File: config.mk
export PLATFORM = sky130hd
export DESIGN_NAME = ddr_in_capture
export DESIGN_NICKNAME = d
export VERILOG_FILES = /design/src/rtl/ddr_in_pkg.sv /design/src/rtl/ddr_in_edge_pair.sv /design/src/rtl/ddr_in_capture.sv
export SDC_FILE = /design/constraint.sdc
export NUM_CORES = 1
export LEC_CHECK = 0
export ABC_AREA = 1
export BUFFER_PORTS_ARGS = -buffer_cell sky130_fd_sc_hd__buf_2
export CORE_MARGIN = 2
export CORE_UTILIZATION = 45
export CTS_BUF_LIST = sky130_fd_sc_hd__clkbuf_4 sky130_fd_sc_hd__clkbuf_8
export CTS_CLUSTER_DIAMETER = 120
export CTS_CLUSTER_SIZE = 20
export DETAILED_ROUTE_END_ITERATION = 6
export HOLD_SLACK_MARGIN = 0.12
export PLACE_DENSITY = 0.74
export SLEW_MARGIN = 25
export SYNTH_ARGS = -nofsm -noshare
export SYNTH_HDL_FRONTEND = slang
export SYNTH_HIERARCHICAL = 1
export SYNTH_SLANG_ARGS = --single-unit
File: constraint.sdc
create_clock -name clk_i -period 2.3 [get_ports clk_i]
set_input_delay 0.23 -clock clk_i [delete_from_list [all_inputs] [get_ports clk_i]]
set_output_delay 0.23 -clock clk_i [all_outputs]
set_load 0.005 [all_outputs]
File: src/rtl/ddr_in_pkg.sv
// Shared types and helpers for the DDR input capture block.
package ddr_in_pkg;

  // Alignment of the rise/fall samples presented on q_rise_o/q_fall_o.
  typedef enum logic [1:0] {
    DDR_OPPOSITE_EDGE       = 2'd0,
    DDR_SAME_EDGE           = 2'd1,
    DDR_SAME_EDGE_PIPELINED = 2'd2
  } ddr_mode_e;

  // Width of a packed output word: PACK beats of one rise + one fall sample.
  function automatic int unsigned ddr_word_w(input int unsigned width, input int unsigned pack);
    return 2 * width * pack;
  endfunction

endpackage

File: src/rtl/ddr_in_edge_pair.sv
// WIDTH-wide DDR capture flop pair with selectable output alignment and
// a per-beat valid strobe. A beat is the rise sample at posedge k plus the
// fall sample at the following negedge.
module ddr_in_edge_pair
  import ddr_in_pkg::*;
#(
  parameter int unsigned WIDTH = 4,
  parameter ddr_mode_e   MODE  = DDR_SAME_EDGE_PIPELINED
) (
  input  logic             clk_i,
  input  logic             rst_ni,
  input  logic             ce_i,
  input  logic             set_i,
  input  logic [WIDTH-1:0] d_i,
  output logic [WIDTH-1:0] q_rise_o,
  output logic [WIDTH-1:0] q_fall_o,
  output logic [WIDTH-1:0] al_rise_o,
  output logic [WIDTH-1:0] al_fall_o,
  output logic             pair_valid_o
);

  logic [WIDTH-1:0] cap_d;
  logic [WIDTH-1:0] rise_q;
  logic [WIDTH-1:0] fall_q;
  logic [WIDTH-1:0] rise_al_q;
  logic [WIDTH-1:0] fall_al_q;
  logic             rise_ce_q;
  logic             beat_v_q;
  logic             pair_valid_q;

  // Capture value shared by both edge flops: reset beats set beats data.
  always_comb begin
    if (!rst_ni) begin
      cap_d = '0;
    end else if (set_i) begin
      cap_d = '1;
    end else begin
      cap_d = d_i;
    end
  end

  // Rise capture flop; holds (including through reset) while ce_i is low.
  always_ff @(posedge clk_i) begin
    if (ce_i) begin
      rise_q <= cap_d;
    end
  end

  // Fall capture flop; holds (including through reset) while ce_i is low.
  always_ff @(negedge clk_i) begin
    if (ce_i) begin
      fall_q <= cap_d;
    end
  end

  // Beat validity half-way point: rise enable seen at the negedge.
  always_ff @(negedge clk_i) begin
    if (!rst_ni) begin
      beat_v_q <= 1'b0;
    end else begin
      beat_v_q <= rise_ce_q & ce_i;
    end
  end

  // Posedge bookkeeping: rise enable, pipelined pair and its valid strobe.
  always_ff @(posedge clk_i) begin
    if (!rst_ni) begin
      rise_ce_q    <= 1'b0;
      pair_valid_q <= 1'b0;
      rise_al_q    <= '0;
      fall_al_q    <= '0;
    end else begin
      rise_ce_q    <= ce_i;
      pair_valid_q <= beat_v_q;
      rise_al_q    <= rise_q;
      fall_al_q    <= fall_q;
    end
  end

  // Output alignment select; every source is a flop.
  always_comb begin
    case (MODE)
      DDR_OPPOSITE_EDGE: begin
        q_rise_o = rise_q;
        q_fall_o = fall_q;
      end
      DDR_SAME_EDGE: begin
        // Fall sample of the previous beat next to the current rise sample.
        q_rise_o = rise_q;
        q_fall_o = fall_al_q;
      end
      default: begin
        q_rise_o = rise_al_q;
        q_fall_o = fall_al_q;
      end
    endcase
  end

  assign al_rise_o    = rise_al_q;
  assign al_fall_o    = fall_al_q;
  assign pair_valid_o = pair_valid_q;

endmodule

File: src/rtl/ddr_in_capture.sv
// DDR input capture for the SD host data path: edge capture, beat
// alignment, and packing of PACK beats into one word behind valid/ready
// with a sticky overflow flag for dropped words.
module ddr_in_capture
  import ddr_in_pkg::*;
#(
  parameter int unsigned WIDTH  = 4,
  parameter ddr_mode_e   MODE   = DDR_SAME_EDGE_PIPELINED,
  parameter int unsigned PACK   = 2,
  localparam int unsigned WORD_W = ddr_word_w(WIDTH, PACK)
) (
  input  logic              clk_i,
  input  logic              rst_ni,
  input  logic              ce_i,
  input  logic              set_i,
  input  logic [WIDTH-1:0]  d_i,
  output logic [WIDTH-1:0]  q_rise_o,
  output logic [WIDTH-1:0]  q_fall_o,
  output logic              pair_valid_o,
  output logic [WORD_W-1:0] word_o,
  output logic              word_valid_o,
  input  logic              word_ready_i,
  input  logic              flush_i,
  output logic              overflow_o
);

  localparam int unsigned BEAT_W = 2 * WIDTH;
  localparam int unsigned CNT_W  = (PACK > 1) ? $clog2(PACK) : 1;

  if (PACK < 1) begin : g_bad_pack
    $error("ddr_in_capture: PACK must be at least 1");
  end
  if ((MODE != DDR_OPPOSITE_EDGE) && (MODE != DDR_SAME_EDGE) &&
      (MODE != DDR_SAME_EDGE_PIPELINED)) begin : g_bad_mode
    $error("ddr_in_capture: unsupported MODE");
  end

  logic [WIDTH-1:0]  al_rise_s;
  logic [WIDTH-1:0]  al_fall_s;
  logic              pair_valid_s;
  logic [BEAT_W-1:0] beat_s;
  logic [WORD_W-1:0] filled_s;
  logic              accept_s;
  logic              last_s;

  logic [CNT_W-1:0]  beat_cnt_q,   beat_cnt_d;
  logic [WORD_W-1:0] partial_q,    partial_d;
  logic [WORD_W-1:0] word_q,       word_d;
  logic              word_valid_q, word_valid_d;
  logic              overflow_q,   overflow_d;

  ddr_in_edge_pair #(
    .WIDTH (WIDTH),
    .MODE  (MODE)
  ) u_edge_pair (
    .clk_i        (clk_i),
    .rst_ni       (rst_ni),
    .ce_i         (ce_i),
    .set_i        (set_i),
    .d_i          (d_i),
    .q_rise_o     (q_rise_o),
    .q_fall_o     (q_fall_o),
    .al_rise_o    (al_rise_s),
    .al_fall_o    (al_fall_s),
    .pair_valid_o (pair_valid_s)
  );

  // Packer next state: merge the aligned pair MSB-first, hand off or drop.
  always_comb begin
    beat_s   = {al_rise_s, al_fall_s};
    filled_s = partial_q;
    for (int i = 0; i < int'(PACK); i++) begin
      filled_s[WORD_W-1-i*BEAT_W -: BEAT_W] =
        (beat_cnt_q == CNT_W'(i)) ? beat_s : filled_s[WORD_W-1-i*BEAT_W -: BEAT_W];
    end
    accept_s = word_valid_q & word_ready_i;
    last_s   = (beat_cnt_q == CNT_W'(PACK - 1));

    beat_cnt_d   = beat_cnt_q;
    partial_d    = partial_q;
    word_d       = word_q;
    word_valid_d = word_valid_q;
    overflow_d   = overflow_q;

    if (flush_i) begin
      // Flush wins over any same-cycle completion or handshake.
      beat_cnt_d   = '0;
      partial_d    = '0;
      word_valid_d = 1'b0;
      overflow_d   = 1'b0;
    end else begin
      if (accept_s) begin
        word_valid_d = 1'b0;
      end else begin
        word_valid_d = word_valid_q;
      end
      if (pair_valid_s) begin
        if (last_s) begin
          beat_cnt_d = '0;
          partial_d  = '0;
          if (!word_valid_q || accept_s) begin
            word_d       = filled_s;
            word_valid_d = 1'b1;
          end else begin
            // Held word is still pending: keep it, drop the new one.
            overflow_d = 1'b1;
          end
        end else begin
          beat_cnt_d = beat_cnt_q + CNT_W'(1);
          partial_d  = filled_s;
        end
      end else begin
        beat_cnt_d = beat_cnt_q;
      end
    end
  end

  // Packer state registers.
  always_ff @(posedge clk_i) begin
    if (!rst_ni) begin
      beat_cnt_q   <= '0;
      partial_q    <= '0;
      word_q       <= '0;
      word_valid_q <= 1'b0;
      overflow_q   <= 1'b0;
    end else begin
      beat_cnt_q   <= beat_cnt_d;
      partial_q    <= partial_d;
      word_q       <= word_d;
      word_valid_q <= word_valid_d;
      overflow_q   <= overflow_d;
    end
  end

  assign pair_valid_o = pair_valid_s;
  assign word_o       = word_q;
  assign word_valid_o = word_valid_q;
  assign overflow_o   = overflow_q;

endmodule

# == Word level (Yosys, flattened, before mapping) ==
# Index checks and enable logic that the tools add are counted.
# word_totals
ff_bits,54
latch_bits,0
mem_bits_rw,0
rom_bits,0
inputBits,10
wordCells,33
n_memories,0
# classes
n_addsub,1
mul,0
div_mod_pow,0
magnitude_cmp,0
n_eq_ne,0
shifts,0
n_mux,10
bitwise,5
reduce_logical,5
# ops
operator,count
2-to-1 mux 16 bit,1
2-to-1 mux 8 bit,2
2-to-1 mux 4 bit,2
2-to-1 mux 1 bit,5
AND reduction 4 bit,1
NOT 1 bit,3
AND reduction 3 bit,1
AND 1 bit,2
OR reduction 2 bit,1
"adder 1 bit, second input constant",1
zero test 1 bit,1
logical OR 1 bit,1

# == Logic depth before layout (Yosys ltp) ==
# logic_depth
ltp_word,5
depth_mapped,8
mapped_depth_nobuf,6

# == By module ==
# The synthesis kept the hierarchy.
# modules_own_cells
module,instances,cells_per_inst,area_each_um2
ddr_in_capture,1,213,1466.4
ddr_in_edge_pair,1,60,661.9

==> summary.txt <==
Route
  – Vias: 1,580
  – DR WL/cell: 10.3 um
  – Vias per Instance: 4.40
  – Antenna viol nets, final: 0
  – Routed WL: 3710 um
  – 1st-iter DRT viols: 94
  – DRC violations left: 0
  – TritonRoute pass-1 iters: 4

STA
  – Tightest Pin Transition: around 300 ps
  – Max-slew violation count: 0
  – Slew margin rel.: 0.795
  – Final setup viols: 0
  – Hold Fails Final Rpt: 0
  – RSZ-0062 raised after global routing: no
  – Setup TNS Final: 0 ps
  – Clock skew: 65.2 ps

Power and ir drop
  – Clock network fraction of total power: 0.390
  – Net Sw Frac: 0.217
  – Power Dens Cells: 735 nW/um^2
  – Switching power: 0.000381 W
  – Logic gate share of total power: 0.042
  – Sequential power share: 0.568
  – Internal power: 0.00137 W
  – Total chip power: 0.00176 W
  – Max VDD drop: 462 uV
  – P_leak: 1.29 nW

Layout
  – Ant. Diodes: 0
  – Commonest non-fill, non-tap cell in the layout: nand2_1
  – Final net count: 314
  – Final Util: 0.516
  – Share of layout cells above drive strength 1: 0.177
  – Commonest non-fill, non-tap cells in the layout: nand2_1, nor2_1, dfxtp_1
  – Synth-to-Final Area Change: 12.2%

Yosys
  – Post-Synthesis Mean Instance Area: 7.80 sq um
  – Mapped Area: 2130 sq um
  – Synthesized instance count: ~270
  – Synthesis Warnings: 6
  – Count of cell types in the netlist: 14
  – Syn nets: 283
  – Yosys reg bits: 54
  – Seq/Total Area, Yosys: 0.546

Clock network
  – CTS tree: done
  – Worst-path clk slew: around 80 ps
  – Clock Tree Buf Depth: 2
  – Hold_buf cts: 0
  – Clock Sinks: 54
  – CTS resizes: 0
  – Skew-Pair Late Insertion Delay: between 300 and 400 ps
  – Setup Fix Bufs, Post-CTS: 0
  – CTS buffer count: 5
  – H-Tree Depth: 2
  – CTS Root Cell: clkbuf_8

Setup path
  – Worst R2R End: u_edge_pair/al_fall_o[2]
  – Worst r2r src: u_edge_pair/fall_q[2]
  – Crit path required time: 2500 ps
  – Flop2flop setup slack: 530 ps
  – Max incr delay on CP: 360 ps
  – Worst path top cell family by delay: flip-flops
  – Crit path buffers/inverters: 1
  – Crit path max fanout: 1
  – CP Capture Point: u_edge_pair/al_fall_o[2]
  – CP max stage cell: edfxtp_1
  – Startpoint Class: flip-flop
  – CP Class: flip-flop to flip-flop
  – FF-to-FF path depth: 2
  – Crit path capture type: flip-flop
  – Crit path launch: u_edge_pair/fall_q[2]
  – Worst path depth: 2
  – Crit path DAT: about 2000 ps
  – CP Cell Sequence: nand2_1 -> inv_1

Global route
  – Total GRT Usage: 0.155
  – First-pass GRT wire length: approximately 6300 um
  – Total global routing overflow: 0
  – Initial antenna violation count: 0
  – Largest net degree at the start of global routing: 33
  – Number of global-route vias before repair: 1,439

Outcome
  – Outcome: complete, no violations

Floorplanning
  – Core box area: roughly 4600 sq um
  – Die H: 72.8 um
  – Io pins: 37
  – Die ar.: 5300 sq um
  – Initial Utilization: 0.460
  – Rows: 25
  – Die Wd: just over 70 um

Placement
  – Port Buffers: 36
  – Detail Placement HPWL: between 2000 and 3000 um
  – Gpl congestion: 0.770

Flow run
  – Max-cap viol count: 0

Worst hold path
  – Hold WC Path Type: primary input to flip-flop
[how the worst min path moves through the flow]
stage / depth (start not counted) / end / from / slack (ps)
floorplan: 2 / u_edge_pair/rise_ce_q / ce_i / 330
global placement: 2 / u_edge_pair/al_rise_o[3] / u_edge_pair/rise_q[3] / 410
detailed placement: 2 / u_edge_pair/al_rise_o[0] / u_edge_pair/rise_q[0] / 410
CTS: 3 / u_edge_pair/rise_ce_q / rst_ni / 180
global route: 3 / u_edge_pair/rise_ce_q / rst_ni / 180
finish: 3 / u_edge_pair/rise_ce_q / rst_ni / 190
[layout make-up]
| type | instances | area, sq um |
|---|---|---|
| sequential | 54 | 1160 |
| inverter | 40 | 150 |
| clock inverter | 7 | 53.8 |
| multi-input combinational | 159 | 671 |
| clock buffer | 6 | 82.6 |
| fill | 449 | 2240 |
| timing repair buffer | 39 | 203 |
| tap | 54 | 67.6 |
[cells in the mapped netlist]
master	instances	area [sq um]
nand2_1	74	278
nor2_1	53	199
dfxtp_1	46	921
inv_1	41	154
o21ai_0	16	80.1
a21oi_1	9	45.0
buf_4	9	67.6
edfxtp_1	8	240
buf_2	6	30.0
buf_6	4	45.0
nand2_4	3	33.8
nor2_4	2	22.5
nand2_2	1	6.26
nor2_2	1	6.26
[metrics by stage]
stage	cell area, sq um	worst slack, ps	hold slack (ps)	cells
final	2390	532	193	359
after global routing	2390	488	184	359
after CTS	2390	536	179	359
after detailed placement	2260	334	412	347
after global placement	2260	371	411	347
after floorplan	2130	537	328	273
[sequential cells by signal (all words and copies together) (netlist names), 4 cells and up]
signal	cells
partial_q	16
u_edge_pair/al_fall_o	4
u_edge_pair/al_rise_o	4
u_edge_pair/fall_q	4
u_edge_pair/rise_q	4
word_o	16
[logic make-up (layout without fill, tap and decap cells)]
family	Yosys count	in the layout	synth area share
flip-flops	54	54	0.546
buffers and inverters	60	92	0.139
AO/OA/AOI/OAI	25	25	0.0588
AND/OR/NAND/NOR	134	134	0.256
[power groups by stage]
stage	clock [W]	combinational, W	sequential [W]
after floorplan	0.0000160	0.0000559	0.00101
after global placement	0.0000160	0.0000719	0.00102
after detailed placement	0.0000160	0.0000742	0.00102
after CTS	0.000698	0.0000744	0.000998
after global routing	0.000754	0.0000844	0.00100
final	0.000684	0.0000736	0.000998
[worst min-delay path, cell delays in order]
cell and delay [ps]:
buf_2 130, nand2_4 50, inv_1 40
[per-layer routing]
metal	track usage	wire (um)	up-vias
li1	-	-	858
met1	0.208	1800	677
met3	0.0470	239	5
met2	0.237	1630	40
met5	0	0	-
met4	0.0556	41	0
No activity file was read; power rests on OpenSTA's default activity.
